## config.mk

```make
export PLATFORM = sky130hd
export DESIGN_NAME = reg_file_rw
export DESIGN_NICKNAME = d
export VERILOG_FILES = /design/src/rtl/reg_file_pkg.sv /design/src/rtl/reg_read_port.sv /design/src/rtl/reg_file_rw.sv
export SDC_FILE = /design/constraint.sdc
export NUM_CORES = 1
export LEC_CHECK = 0
export CORE_MARGIN = 5
export CORE_UTILIZATION = 55
export DETAILED_ROUTE_END_ITERATION = 10
export GPL_TIMING_DRIVEN = 0
export PLACE_DENSITY = 0.82
export SLEW_MARGIN = 20
export SYNTH_ARGS = -nofsm -noshare
export SYNTH_HDL_FRONTEND = slang
export SYNTH_HIERARCHICAL = 1
export SYNTH_SLANG_ARGS = --single-unit
```

## constraint.sdc

```tcl
create_clock -name clk -period 2.9 [get_ports clk]
set_input_delay 0.58 -clock clk [delete_from_list [all_inputs] [get_ports clk]]
set_output_delay 0.58 -clock clk [all_outputs]
set_load 0.005 [all_outputs]
```

## src/rtl/reg_file_pkg.sv

```systemverilog
// rtl/reg_file_pkg.sv - shared defaults and FSM encoding for the register file
package reg_file_pkg;

  localparam int RF_WIDTH    = 16;
  localparam int RF_NUM_REGS = 16;
  localparam int RF_ADDR_W   = 4;
  localparam int RF_ZERO_REG = 1;

  typedef enum logic {
    ST_IDLE  = 1'b0,
    ST_CLEAR = 1'b1
  } state_t;

endpackage

```

## src/rtl/reg_read_port.sv

```systemverilog
// rtl/reg_read_port.sv - combinational read mux with write bypass and zero-register override
module reg_read_port
  import reg_file_pkg::*;
#(
  parameter int WIDTH    = RF_WIDTH,
  parameter int NUM_REGS = RF_NUM_REGS,
  parameter int ADDR_W   = RF_ADDR_W,
  parameter int ZERO_REG = RF_ZERO_REG
) (
  input  logic [NUM_REGS*WIDTH-1:0] regs_flat,
  input  logic [ADDR_W-1:0]         raddr,
  input  logic                      byp_en,
  input  logic [ADDR_W-1:0]         waddr,
  input  logic [WIDTH-1:0]          wdata,
  output logic [WIDTH-1:0]          rdata
);

  // The zero-register override is applied last so it beats any bypass hit.
  always_comb begin
    rdata = regs_flat[raddr*WIDTH +: WIDTH];
    if (byp_en && (waddr == raddr)) begin
      rdata = wdata;
    end
    if ((ZERO_REG != 0) && (raddr == '0)) begin
      rdata = '0;
    end
  end

endmodule

```

## src/rtl/reg_file_rw.sv

```systemverilog
// rtl/reg_file_rw.sv - two-read one-write register file with bypass and sequenced clear
module reg_file_rw
  import reg_file_pkg::*;
#(
  parameter int WIDTH    = RF_WIDTH,
  parameter int NUM_REGS = RF_NUM_REGS,
  parameter int ADDR_W   = RF_ADDR_W,
  parameter int ZERO_REG = RF_ZERO_REG
) (
  input  logic              clk,
  input  logic              rst,
  input  logic [ADDR_W-1:0] raddr1,
  input  logic [ADDR_W-1:0] raddr2,
  output logic [WIDTH-1:0]  rdata1,
  output logic [WIDTH-1:0]  rdata2,
  input  logic              wen,
  input  logic [ADDR_W-1:0] waddr,
  input  logic [WIDTH-1:0]  wdata,
  input  logic              clr_req,
  output logic              ready,
  output logic              clr_done
);

  state_t                    state;
  logic [ADDR_W-1:0]         cnt;
  logic [WIDTH-1:0]          regs [NUM_REGS];
  logic [NUM_REGS*WIDTH-1:0] regs_flat;
  logic                      idle;
  logic                      drop;
  logic                      wr_ok;

  assign idle  = (state == ST_IDLE);
  assign drop  = (ZERO_REG != 0) && (waddr == '0);
  assign wr_ok = idle && wen && !drop;

  for (genvar g = 0; g < NUM_REGS; g++) begin : g_flat
    assign regs_flat[g*WIDTH +: WIDTH] = regs[g];
  end

  always_ff @(posedge clk or negedge rst) begin
    if (!rst) begin
      for (int i = 0; i < NUM_REGS; i++) begin
        regs[i] <= '0;
      end
      state    <= ST_IDLE;
      cnt      <= '0;
      ready    <= 1'b1;
      clr_done <= 1'b0;
    end else begin
      clr_done <= 1'b0;
      case (state)
        ST_IDLE: begin
          // A write coinciding with clr_req still commits; the clear overwrites it later.
          if (wr_ok) begin
            regs[waddr] <= wdata;
          end
          if (clr_req) begin
            state <= ST_CLEAR;
            cnt   <= '0;
            ready <= 1'b0;
          end
        end
        ST_CLEAR: begin
          regs[cnt] <= '0;
          cnt       <= cnt + ADDR_W'(1);
          if (cnt == ADDR_W'(NUM_REGS - 1)) begin
            state    <= ST_IDLE;
            ready    <= 1'b1;
            clr_done <= 1'b1;
          end
        end
        default: state <= ST_IDLE;
      endcase
    end
  end

  reg_read_port #(
    .WIDTH   (WIDTH),
    .NUM_REGS(NUM_REGS),
    .ADDR_W  (ADDR_W),
    .ZERO_REG(ZERO_REG)
  ) u_rd1 (
    .regs_flat(regs_flat),
    .raddr    (raddr1),
    .byp_en   (wr_ok),
    .waddr    (waddr),
    .wdata    (wdata),
    .rdata    (rdata1)
  );

  reg_read_port #(
    .WIDTH   (WIDTH),
    .NUM_REGS(NUM_REGS),
    .ADDR_W  (ADDR_W),
    .ZERO_REG(ZERO_REG)
  ) u_rd2 (
    .regs_flat(regs_flat),
    .raddr    (raddr2),
    .byp_en   (wr_ok),
    .waddr    (waddr),
    .wdata    (wdata),
    .rdata    (rdata2)
  );

endmodule

```

==> impl_metrics.toml <==
[timing]
layout_worst_path_cycle_share_pct = 101.0
setup_slack_of_the_critical_path_after_layout_ns = -0.03044
achievable-frequency_mhz = 341.2
finalSetupViolCount = 8
finalClockSkew_ns = 0.01501
finalMaxSlewViolations = 0
holdWs_ns = -0.005077
unrepaired_setup_endpoints_after_global_routing = "true"
hold_violation_total_from_the_final_report = 7
worst_pin_slew_ns = 0.9181
worst_max_slew_margin_expressed_relative_to_the_limit_pct = 38.54
final.setup.tns_ns = -0.1593
fin_crit_ns = 2.930

[outcome]
failed_checks = "negative hold slack, negative setup slack"
run_status = "finished with violations"

[floorplanning]
die_h_um = 178.4
dieWidth_um = 178.4
io_pins = 66
die_area_um2 = 31810
design.core.area_um2 = 27860
standard_cell_rows = 61
initial_utilization_pct = 55.96

[power_and_ir_drop]
comb_power_share_pct = 35.6
p_clk_share_pct = 23.9
p_total_uw = 15710
power.sequential.fraction_pct = 40.5
internal_power_component_uw = 9714
swShare_pct = 38.18
leakage_uw = 0.008062
worst_supply_voltage_drop_on_vdd_v = 0.0005728
switching_power_uw = 6000
p_per_area_nw_per_um2 = 804.3

[worst_setup_path]
timing.critical_path.from_type = "input pin"
worstReg2RegEnd = "regs[200]"
critical_path.max_stage_delay_ns = 0.28
worst_path_max_delay_cell = "mux2i_4"
cp.required_ns = 2.32
crit-reg2reg-launch = "state"
path_cells = "buf_2 -> buf_8 -> buf_12 -> buf_8 -> mux2i_4 -> o22ai_2 -> a211oi_2 -> a31oi_4 -> clkdlybuf4s15_2"
timing.reg2reg.setup_slack_ns = 0.35
critPathCaptureType = "output pin"
worst-r2r-cell-count = 6
worst_ep_arrival_time_ns = 2.35
timing.setup.critical_path_class = "in2out"
cp_common_cell = "buf_8"
crit_fanout = 10

[placement]
buffer_ports.inserted = 61
gpl.final_weighted_congestion = 1.060
placement.setup.worst_slack_ns = -1.894
place_inst = 2067
place.detailed.hpwl_um = 41720

[global_route]
first_global_vias = 14984
grt_max_degree = 100
antenna_found_initial = 0
grt_overflow_total = 0
global_route_wire_length_before_repair_um = 89580
grtUsageTotal_pct = 36.99

[finish]
final_core_utilization_pct = 70.14
layout.area.seq_um2 = 6584
final.fill_count = 1953
final_nets = 1795
multi_input_area_um2 = 9324
post_route_cells_drive_above_1_share_pct = 23.68
n_antenna_cell = 0
area_growth_pct = 25.33
final-instance-count-excl-fill = 2160

[yosys]
synth-warning-count = 6
ys_ff_latch = 263
syn_avg_cell_area_um2 = 9.588
synth-seq-area-share_pct = 42.22
yosys.area.top_type = "dfrtp_1"
area_of_the_mapped_netlist_um2 = 15590
synth.most_common_cell = "dfrtp_1"
yosys.cell_types.count = 44
dominantRegCellSynth = "dfrtp_1"
ys_top_cells_by_count = "dfrtp_1 (262), nand2_1 (246), nand3_1 (239), o21ai_0 (206), mux2i_1 (160)"
async_reset_ff_share_pct = 100.0
post_synth_inst_count = 1626
syn-num-nets = 1663
post-synth-top-area-fraction_pct = 42.05
synth_edf_count = 0
synth_top_cells_by_area = "dfrtp_1 (42%), mux2i_1 (10%), mux4_2 (9.2%)"

[flow_run]
maxCapViolCount = 0

[clock_tree]
numCtsBuffers = 30
cts_clk_pin_slew_worst_paths_ns = 0.06
clock_latency_ns = 0.57
cts_tree = "yes"
h-tree-depth = 1
clock_tree.root_cell = "clkbuf_16"
clock_path_buffers = 3
post_cts_hold_buffer_count = 0
clkSinkCount = 263

[drt]
route.detailed.wl_per_inst_um = 27.75
antenna_left = 0
drc_errors = 0
wl_um = 59940
detailroute.via_count = 15106
dr.pass1.iters = 8
drt_iter0_drc = 2460
vias_per_cell = 6.994

[hold_path]
timing.hold.worst.class = "in2async"
[cell families (layout without fill, tap and decap cells)]
family | count (synthesis) | count (layout) | share of synthesized area, %
muxes | 226 | 226 | 19.66
xor gates and xnor gates | 10 | 10 | 0.5618
adders and majority gates | 5 | 5 | 0.4013
and+or+nand+nor | 561 | 561 | 17.34
DFF | 263 | 263 | 42.22
AOI/OAI and AO/OA | 373 | 373 | 13.81
buffers and inverters | 188 | 344 | 6.003
[placed cells by master, fill, tap and decap left out, types with 13 or more instances in the layout]
master and instances:
dfrtp_1 261, nand2_1 244, nand3_1 239, o21ai_0 206
mux2i_1 149, clkbuf_1 82, mux4_2 64, buf_4 41
buf_2 34, clkbuf_16 30, o22ai_4 26, o22ai_2 26
a211oi_2 23, clkbuf_2 22, inv_1 19, clkdlybuf4s50_1 19
nor2b_1 18, o31ai_1 17, buf_6 17, clkbuf_8 16
a31oi_4 16, o22ai_1 14, buf_12 14, buf_1 13
buf_8 13
[through the flow]
stage               hold slack, ns  area [um^2]
detailed placement          0.4970        16730
finish                   -0.005077        19540
CTS                       0.005359        19230
global placement            0.4909        16670
global route               0.04020        19540
floorplan                   0.2844        15590
[worst max-delay path: cells and delay by family]
family | cells | cell delay (ns)
buffers and inverters | 5 | 0.94
AOI/OAI and AO/OA | 3 | 0.53
muxes | 1 | 0.28
[sequential cells by signal, indices dropped and copies added (netlist names)]
name,cells
state,1
regs,256
clr_done,1
ready,1
cnt,4
[power by group through the flow]
stage / Combinational [uW] / Clock, uW / Sequential (uW)
final: 5590 / 3760 / 6360
after global routing: 5930 / 3900 / 6520
after CTS: 5220 / 3740 / 6240
after detailed placement: 4660 / 0 / 6260
after global placement: 4450 / 0 / 6140
after floorplan: 3130 / 0 / 5890
[how the worst max path moves through the flow]
stage / slack [ns] / depth (start not counted) / start / endpoint
2_1_floorplan: 0.24 / 8 / waddr[0] / rdata1[10]
3_3_place_gp: -10.14 / 1 / rst / regs[217]
3_5_place_dp: -1.89 / 10 / waddr[0] / rdata2[5]
4_1_cts: -0.02 / 8 / raddr1[3] / rdata1[4]
5_1_grt: -0.05 / 7 / state / rdata1[4]
6_report: -0.03 / 9 / raddr2[0] / rdata2[11]
[metal layers]
layer | track usage, % | vias up | routed length, um
li1 | - | 6219 | -
met1 | 45.05 | 7353 | 20420
met2 | 58.69 | 1170 | 27450
met3 | 12.53 | 364 | 7849
met4 | 19.06 | 0 | 4223
met5 | 0 | - | 0
[cell type report]
class / instances / share of cell area, %
inverter: 20 / 0.4226
timing repair buffer: 103 / 4.604
tap: 378 / 2.421
clock buffer: 53 / 4.796
clock inverter: 3 / 0.1345
sequential: 263 / 33.70
multi-input combinational: 1175 / 47.72
buffer: 165 / 6.205
[repair_timing]
item | 4_1_cts | 5_1_grt
gates resized for setup | 376 | 81
buffers inserted | 27 | 11
setup endpoints to repair | 32 | 31
pin swaps | 45 | 28
cloned | 2 | 0
hold endpoints to repair | 0 | 0
(Power assumes the default switching activity.)
